==> config.mk <==
export PLATFORM = sky130hd
export DESIGN_NAME = iter_multdiv_unit
export DESIGN_NICKNAME = d
export VERILOG_FILES = /design/src/rtl/iter_multdiv_unit.sv
export SDC_FILE = /design/constraint.sdc
export NUM_CORES = 1
export LEC_CHECK = 0
export CAP_MARGIN = 0
export CORE_UTILIZATION = 45
export CTS_CLUSTER_DIAMETER = 80
export CTS_CLUSTER_SIZE = 28
export DETAILED_ROUTE_END_ITERATION = 8
export MAX_ROUTING_LAYER = met4
export PLACE_DENSITY_LB_ADDON = 0.1
export SETUP_SLACK_MARGIN = 0.4
export SYNTH_ARGS = -nofsm -noshare
export SYNTH_HDL_FRONTEND = slang
export SYNTH_SLANG_ARGS = --single-unit
==> constraint.sdc <==
create_clock -name clock -period 8.1 [get_ports clock]
set_input_delay 1.62 -clock clock [delete_from_list [all_inputs] [get_ports clock]]
set_output_delay 1.62 -clock clock [all_outputs]
set_load 0.02 [all_outputs]
==> src/rtl/iter_multdiv_unit.sv <==
// iter_multdiv_unit
//   Multi-cycle signed multiply/divide unit for the execute stage. A start
//   pulse on ctrl_MULT or ctrl_DIV latches the operands. The unit then runs
//   one bit per cycle: shift-add for multiply, restoring division for divide.
//   data_resultRDY pulses for one cycle WIDTH cycles after the start edge.
//
// Ports
//   clock           rising-edge clock
//   reset           asynchronous active-low reset
//   data_operandA   multiplicand / dividend (two's complement)
//   data_operandB   multiplier / divisor (two's complement)
//   ctrl_MULT       start multiply (wins over ctrl_DIV)
//   ctrl_DIV        start divide
//   data_result     product low word or truncated quotient
//   data_exception  multiply overflow, divide-by-zero or divide overflow
//   data_resultRDY  one-cycle completion pulse
//   busy            high from the start edge through the RDY cycle
//
// state  | meaning
// IDLE   | waiting for a start request
// MUL    | shift-add iteration, one multiplier bit per cycle
// DIV    | restoring-divide iteration, one quotient bit per cycle
// DONE   | result valid, RDY pulse; a start here re-enters MUL/DIV directly

module iter_multdiv_unit #(
  parameter int WIDTH = 32,
  parameter int CNT_W = 6
) (
  input  logic             clock,
  input  logic             reset,
  input  logic [WIDTH-1:0] data_operandA,
  input  logic [WIDTH-1:0] data_operandB,
  input  logic             ctrl_MULT,
  input  logic             ctrl_DIV,
  output logic [WIDTH-1:0] data_result,
  output logic             data_exception,
  output logic             data_resultRDY,
  output logic             busy
);

  typedef enum logic [1:0] {S_IDLE, S_MUL, S_DIV, S_DONE} state_t;

  localparam logic [CNT_W-1:0] CNT_LOAD = CNT_W'(WIDTH);
  localparam logic [CNT_W-1:0] CNT_LAST = CNT_W'(1);
  localparam logic [WIDTH-1:0] MOST_NEG = {1'b1, {(WIDTH-1){1'b0}}};

  state_t             state_q, state_d;
  logic [CNT_W-1:0]   cnt_q;
  logic [WIDTH-1:0]   mag_a_q, mag_b_q;
  logic [WIDTH-1:0]   raw_a_q, raw_b_q;
  logic               neg_q;
  logic [2*WIDTH-1:0] acc_q, acc_d;

  logic               start_ok, start_mul, start_div, iterating, last_iter;
  logic [WIDTH:0]     mul_sum;
  logic [WIDTH-1:0]   rem_sh;
  logic [WIDTH:0]     trial;
  logic               q_bit;
  logic [2*WIDTH-1:0] prod_signed;
  logic [WIDTH-1:0]   quot_signed;
  logic               mul_ovf, div_zero, div_ovf;

  function automatic logic [WIDTH-1:0] magnitude(input logic [WIDTH-1:0] v);
    return v[WIDTH-1] ? (~v + 1'b1) : v;
  endfunction

  assign start_ok  = (state_q == S_IDLE) || (state_q == S_DONE);
  assign start_mul = start_ok && ctrl_MULT;
  assign start_div = start_ok && ctrl_DIV && !ctrl_MULT;
  assign iterating = (state_q == S_MUL) || (state_q == S_DIV);
  assign last_iter = iterating && (cnt_q == CNT_LAST);

  // Multiply: add into the upper half, then shift the whole accumulator right.
  assign mul_sum = {1'b0, acc_q[2*WIDTH-1:WIDTH]} + (mag_b_q[0] ? {1'b0, mag_a_q} : '0);

  // Divide: acc holds {rem, quot}; dividend bits enter rem from the top of mag_a.
  assign rem_sh = {acc_q[2*WIDTH-2:WIDTH], mag_a_q[WIDTH-1]};
  assign trial  = {1'b0, rem_sh} - {1'b0, mag_b_q};
  assign q_bit  = !trial[WIDTH];

  always_comb begin
    acc_d = acc_q;
    if (state_q == S_MUL)
      acc_d = {mul_sum, acc_q[WIDTH-1:1]};
    else if (state_q == S_DIV)
      acc_d = {(q_bit ? trial[WIDTH-1:0] : rem_sh), acc_q[WIDTH-2:0], q_bit};
  end

  assign prod_signed = neg_q ? -acc_d : acc_d;
  assign quot_signed = neg_q ? -acc_d[WIDTH-1:0] : acc_d[WIDTH-1:0];
  // Product fits only if the top WIDTH+1 bits are a pure sign extension.
  assign mul_ovf  = !((&prod_signed[2*WIDTH-1:WIDTH-1]) || !(|prod_signed[2*WIDTH-1:WIDTH-1]));
  assign div_zero = (raw_b_q == '0);
  assign div_ovf  = (raw_a_q == MOST_NEG) && (raw_b_q == '1);

  always_ff @(posedge clock or negedge reset) begin
    if (!reset) state_q <= S_IDLE;
    else        state_q <= state_d;
  end

  always_comb begin
    state_d        = state_q;
    busy           = 1'b0;
    data_resultRDY = 1'b0;
    case (state_q)
      S_IDLE: begin
        if (start_mul)      state_d = S_MUL;
        else if (start_div) state_d = S_DIV;
      end
      S_MUL: begin
        busy = 1'b1;
        if (last_iter) state_d = S_DONE;
      end
      S_DIV: begin
        busy = 1'b1;
        if (last_iter) state_d = S_DONE;
      end
      S_DONE: begin
        busy           = 1'b1;
        data_resultRDY = 1'b1;
        if (start_mul)      state_d = S_MUL;
        else if (start_div) state_d = S_DIV;
        else                state_d = S_IDLE;
      end
      default: state_d = S_IDLE;
    endcase
  end

  always_ff @(posedge clock or negedge reset) begin
    if (!reset) begin
      cnt_q          <= '0;
      mag_a_q        <= '0;
      mag_b_q        <= '0;
      raw_a_q        <= '0;
      raw_b_q        <= '0;
      neg_q          <= 1'b0;
      acc_q          <= '0;
      data_result    <= '0;
      data_exception <= 1'b0;
    end else if (start_mul || start_div) begin
      mag_a_q <= magnitude(data_operandA);
      mag_b_q <= magnitude(data_operandB);
      raw_a_q <= data_operandA;
      raw_b_q <= data_operandB;
      neg_q   <= data_operandA[WIDTH-1] ^ data_operandB[WIDTH-1];
      acc_q   <= '0;
      cnt_q   <= CNT_LOAD;
    end else if (iterating) begin
      acc_q <= acc_d;
      cnt_q <= cnt_q - 1'b1;
      if (state_q == S_MUL) mag_b_q <= mag_b_q >> 1;
      else                  mag_a_q <= mag_a_q << 1;
      if (last_iter) begin
        if (state_q == S_MUL) begin
          data_result    <= prod_signed[WIDTH-1:0];
          data_exception <= mul_ovf;
        end else if (div_zero) begin
          data_result    <= '0;
          data_exception <= 1'b1;
        end else if (div_ovf) begin
          data_result    <= MOST_NEG;
          data_exception <= 1'b1;
        end else begin
          data_result    <= quot_signed;
          data_exception <= 1'b0;
        end
      end
    end
  end

endmodule

---- After elaboration in Yosys (flattened, before gate mapping) ----
Index checks and enable logic that the tools add are counted.
cells by class
  $add $sub $neg .......................... 7
  eq/ne operators ......................... 9
  muxes and demuxes ....................... 32
  bitwise gates (word level) .............. 4
  reduce and logical (&&, ||, !) cells .... 25
operators by type and width
  operator               number
  $mux 32                14
  $mux 64                5
  $add 32x1->32 const B  2
  $eq 32x32->1 const B   2
  $neg 64->64            1
  $not 32->32            2
  $add 32x32->33         1
  $reduce_and 33->1      1
  $reduce_or 33->1       1
  $sub 32x32->33         1
  $logic_not 32->1       1
  $neg 32->32            1
  $mux 6                 2
  $mux 2                 5
  $eq 6x1->1 const B     1
  $pmux 2 s3             1
  $reduce_and 2->1       3
  $sub 6x1->6 const B    1
  $logic_and 1x1->1      5
  $mux 1                 5
  $eq 2x2->1 const B     2
  $logic_not 1->1        4
  $logic_or 1x1->1       4
  $ne 2x1->1 const B     2
  other kinds (9)        10
word-level totals
  register bits after elaboration ......... 234
  input port bits ......................... 68
  output and inout port bits .............. 35
  word-level logic and storage cells ...... 87

---- Depth between registers and ports, before layout ----
  depth in word-level cells ............... 11
  gate-level depth with buffers ........... 28
  mapped depth without buffers ............ 26

---- Least setup slack after synthesis ----
Ideal clock, no wire load.
  kind .................................... reg-to-reg
  start point ............................. register state_q[1]
  end point ............................... register data_exception
  setup time .............................. 0.132 ns
  data arrival time ....................... 6.137 ns
  data required time ...................... 7.968 ns
  path slack .............................. 1.831 ns
  stages on the path, launching flop included .. 28
  path buffers ............................ 8
  path through ............................ dfrtp_1 > inv_1 > ha_1 > buf_2 > buf_2 > buf_2 > clkbuf_1 > buf_1 > clkbuf_1 > buf_1 > clkbuf_1 > nor3_1 > a21o_1 > inv_1 > ha_1 > inv_1 > or4b_1 > nor2_1 > nand4_1 > or3_1 > nor4_2 > nand4_2 > o21ai_1 > xnor2_1 > nand2_1 > or4b_1 > and4bb_1 > a31oi_1
on the way
  word-level cells in the longest chain between the ends .. 10
RTL lines
  what                      RTL line  source
  start: declaration        47        state_t state_q, state_d;
  start signal: assignment  98        else state_q <= state_d;
  $eq 2x2->1                70, 85
  $mux 64                   85        else if (state_q == S_DIV)
  $mux 64                   83        if (state_q == S_MUL)
  $neg 64->64               89        assign prod_signed = neg_q ? -acc_d : acc_d;
  $mux 64                   89
  $reduce_or 33->1          92        assign mul_ovf = !((&prod_signed[2*WIDTH-1:WIDTH-1]) || !(|prod_signed[2*WIDTH-1:WIDTH-1]));
  $logic_not 1->1           92
  $logic_or 1x1->1          92
  $logic_not 1->1           92
  $mux 1                    154       if (state_q == S_MUL) begin
  end signal: assignment    156       data_exception <= mul_ovf;
  end: declaration          36        output logic data_exception,
Several ways; a longest one is shown, not always the timed one.
A chain may end at the register's enable or synchronous reset.

---- Worst setup path in the final report ----
  start point ............................. register mag_b_q[0]
  end point ............................... register data_exception
on the way
  word-level cells in the longest chain between the ends .. 11
RTL lines
  what                                               RTL line  source
  start: declaration                                 49        logic [WIDTH-1:0] mag_a_q, mag_b_q;
  start signal: assignment                           142       mag_b_q <= magnitude(data_operandB);
  start signal: assignment                           151       if (state_q == S_MUL) mag_b_q <= mag_b_q >> 1;
  $sub 32x32->33                                     78        assign trial = {1'b0, rem_sh} - {1'b0, mag_b_q};
  $mux 32 / $logic_not 1->1 (equally long branches)  86, 79
  $mux 64                                            85
  $mux 64 *                                          83
  $neg 64->64                                        89
  $mux 64 *                                          89
  $reduce_or 33->1                                   92
  $logic_not 1->1                                    92
  $logic_or 1x1->1 *                                 92
  $logic_not 1->1 *                                  92
  $mux 1 *                                           154
Mark *: on every way between the ends. The rest lies on a longest branch, timed or not.

==> flow_summary.yaml <==
layout:
  layout_common_cells: "nand2_1, dfrtp_1, o21ai_0"
  n_fill_cell: 3934
  final_common_cell: "nand2_1"
  area_growth_pct: 11.7
  multi_input_area_sq_mm: 0.0119
  instances_no_fill: 2869
  nNetsFinal: 2466
  layout-drive-gt1-share_pct: 5.18
  register_area_sq_mm: 0.00586
  final_util_pct: 50.9
worst_setup_path:
  path_class: "reg2reg"
  crit_path_cell_trace: "ha_1, fa_1, nor2b_4, o31ai_4, a31oi_4, a211o_1, a21oi_1, nor3_1, a21o_1, inv_1, ha_1, inv_1, or4b_1, nor2_1, nand4_1, or3_1, nor4_2, nand4_2, o21ai_1, xnor2_1, nand2_1, or4b_1, and4bb_1, a31oi_1"
  timing.rr.start: "mag_b_q[0]$_DFFE_PN0P_"
  cp_slowest_stage_delay_ns: 0.84
  cp_data_arrival_time_ns: 7.54
  timing.rr.end: "data_exception$_DFFE_PN0P_"
  crit_path_max_fanout: 34
  cp_slowest_cell: "dfrtp_1"
  reg2reg_depth: 24
  cp-start-kind: "flop"
  endpoint_kind: "flop"
  cp.required_ns: 8.51
  r2r_setup_slack_ns: 0.98
floorplan:
  rows: 74
  core_area_sq_mm: 0.0407
  io_pins: 103
  dieArea_sq_mm: 0.0421
  chipWidth_um: 205
  fp.dieH_um: 205
  start_util_pct: 45.6
synth:
  ys_seq_area_share_pct: 31.5
  synth_cell_type_count: 101
  synthArstFlopShare_pct: 100
  syn-num-nets: 2448
  synthCells: 2303
  syn_area_per_cell_sq_um: 8.07
  netlist_area_sq_mm: 0.0186
  synth-main-ff-cell: "dfrtp_1"
  ys_ff_latch: 234
  yosysWarnings: 0
  synth_edf_count: 0
timing:
  hold_violations: 0
  maxSlewHeadroom_pct: 17.5
  worst_slew_pin_slew_ns: 1.22
  rsz0062_at_grt: "no"
  hold-worst-slack_ns: 0.484
  tns_ns: 0
  fin_crit_ns: 7.12
  fin_worst_skew_ns: 0.0364
  slew_viol_final: 0
  setup_viol: 0
  fmax_mhz: 140
  fin_crit_sh_pct: 88.0
worst_hold_path:
  holdPathEnd: "raw_a_q[26]$_DFFE_PN0N_"
  min_from: "raw_a_q[26]$_DFFE_PN0N_"
  hp-class: "reg2reg"
  worst_hold_path.num_cells: 2
power:
  power_mw: 10.1
  vdd_drop_max_uv: 258
  power_density_mw_per_mm2: 486
  cellLeakagePower_nw: 8.97
clock_tree:
  cts_buffers: 21
  path_clk_slew_ns: 0.10
  cts_sinks: 234
  clk_latency_ns: 0.57
  post_cts_buffers: 0
  ctsHoldBuffers: 0
  clock_path_buffers: 3
  cts-root-buf: "clkbuf_16"
  cts-resized-gates: 0
  cts_tree: "done"
  htree_num_levels: 1
routing:
  vias_per_cell: 6.11
  vias: 17500
  drtIter0Drc: 1295
  routedWlPerCell_um: 21.8
  ant_nets: 0
  first_pass_iters: 5
  drc: 0
  wl_mm: 62.5
placed_design:
  dpl.cell_count: 2830
  place_congestion: 0.982
  numPortBuffers: 102
  hpwl_mm: 46.8
grt:
  grt_pass1_wl_mm: 96.6
  grt_pass1_vias: 16300
  antenna_found_initial: 1
  globalRouteOverflowTotal: 0
  grt_usage_pct: 30.4
  grt_max_degree: 128
run:
  cap_violations: 0
status:
  status: "finished, final reports clean"
-- layout make-up --
type,count,area share (%)
antenna,1,0.0121
clock buffer,22,2.60
clock inverter,16,1.22
inverter,68,1.23
multi-input combinational,1868,57.6
sequential,234,28.2
tap,532,3.21
timing repair buffer,128,5.95
-- stage by stage --
| stage | instance area [sq um] | setup WS [ns] |
|---|---|---|
| floorplan | 18600 | 1.83 |
| global placement | 20000 | 1.34 |
| detailed placement | 20000 | 1.08 |
| CTS | 20700 | 1.05 |
| global route | 20700 | 0.498 |
| finish | 20700 | 0.975 |
-- kinds of logic (layout without fill, tap and decap cells) --
kind of cell,Yosys count,in the layout,synth area share [%]
other cells,0,1,0
xor+xnor,159,159,7.50
flops,234,234,31.5
mux,76,76,4.26
fa+ha+maj,77,77,5.27
compound gates,695,695,25.0
buf+inv,201,234,4.47
simple gates,861,861,21.9
-- state kept, by name, summed over array words and instances (netlist names) --
signal	count
neg_q	1
cnt_q	6
mag_a_q	32
acc_q	64
data_exception	1
state_q	2
mag_b_q	32
raw_b_q	32
raw_a_q	32
data_result	32
-- per-layer routing --
layer	track usage (%)	vias up	wire length (um)
li1	-	8378	-
met1	43.0	8551	29700
met2	46.6	516	28600
met3	3.20	72	2990
met4	6.72	0	1280
met5	-	-	0
-- Yosys cell counts (all sizes together) (6+ instances only) --
master / count / area share (%)
a22oi: 38 / 1.5
clkbuf: 99 / 2.0
o21a: 11 / 0.44
or3: 17 / 0.57
a211o: 10 / 0.47
o22ai: 6 / 0.20
or4: 18 / 0.73
o221ai: 7 / 0.33
a21boi: 11 / 0.44
inv: 67 / 1.4
o211a: 8 / 0.43
and2: 42 / 1.4
nor3: 33 / 0.92
a41oi: 10 / 0.47
ha: 75 / 5.1
a31oi: 19 / 0.72
nand4: 31 / 1.1
dfrtp: 234 / 32
nand2: 417 / 8.4
buf: 34 / 1.1
a311oi: 6 / 0.32
a21o: 27 / 1.1
mux2i: 60 / 3.3
mux2: 16 / 0.99
xor2: 50 / 2.4
o41ai: 14 / 0.66
a22o: 64 / 3.0
o21ai: 200 / 5.5
o31ai: 35 / 1.5
nor2: 146 / 3.0
and3: 19 / 0.64
nor2b: 10 / 0.38
nor4: 29 / 1.2
nand3: 32 / 0.89
o211ai: 24 / 0.97
or2: 10 / 0.34
nand2b: 20 / 0.67
a211oi: 16 / 0.71
a21oi: 147 / 4.0
and4: 6 / 0.28
xnor2: 109 / 5.1
-- worst max-delay path by stage --
stage	from	to	slack (ns)	cells after the start
detailed placement	mag_b_q[0]$_DFFE_PN0P_	data_exception$_DFFE_PN0P_	1.08	24
floorplan	state_q[1]$_DFFE_PN0P_	data_exception$_DFFE_PN0P_	1.83	27
global placement	mag_b_q[0]$_DFFE_PN0P_	data_exception$_DFFE_PN0P_	1.34	24
finish	mag_b_q[0]$_DFFE_PN0P_	data_exception$_DFFE_PN0P_	0.98	24
CTS	mag_b_q[0]$_DFFE_PN0P_	data_exception$_DFFE_PN0P_	1.05	24
global route	mag_b_q[0]$_DFFE_PN0P_	data_exception$_DFFE_PN0P_	0.50	24
-- power breakdown --
group	internal, mW	switching [mW]	leakage (nW)	total (mW)
Sequential	1.65	0.454	3.00	2.10
Clock	0.547	0.605	0.380	1.15
Combinational	2.42	4.41	5.59	6.83
-- critical path, delay by kind of cell, from the launching register on --
family | cells | cell delay, ns
simple gates | 11 | 3.22
compound gates | 7 | 1.83
flops | 1 | 0.84
fa+ha+maj | 3 | 0.75
buf+inv | 2 | 0.17
xor+xnor | 1 | 0.16
Power figures use the tool's default switching activity.
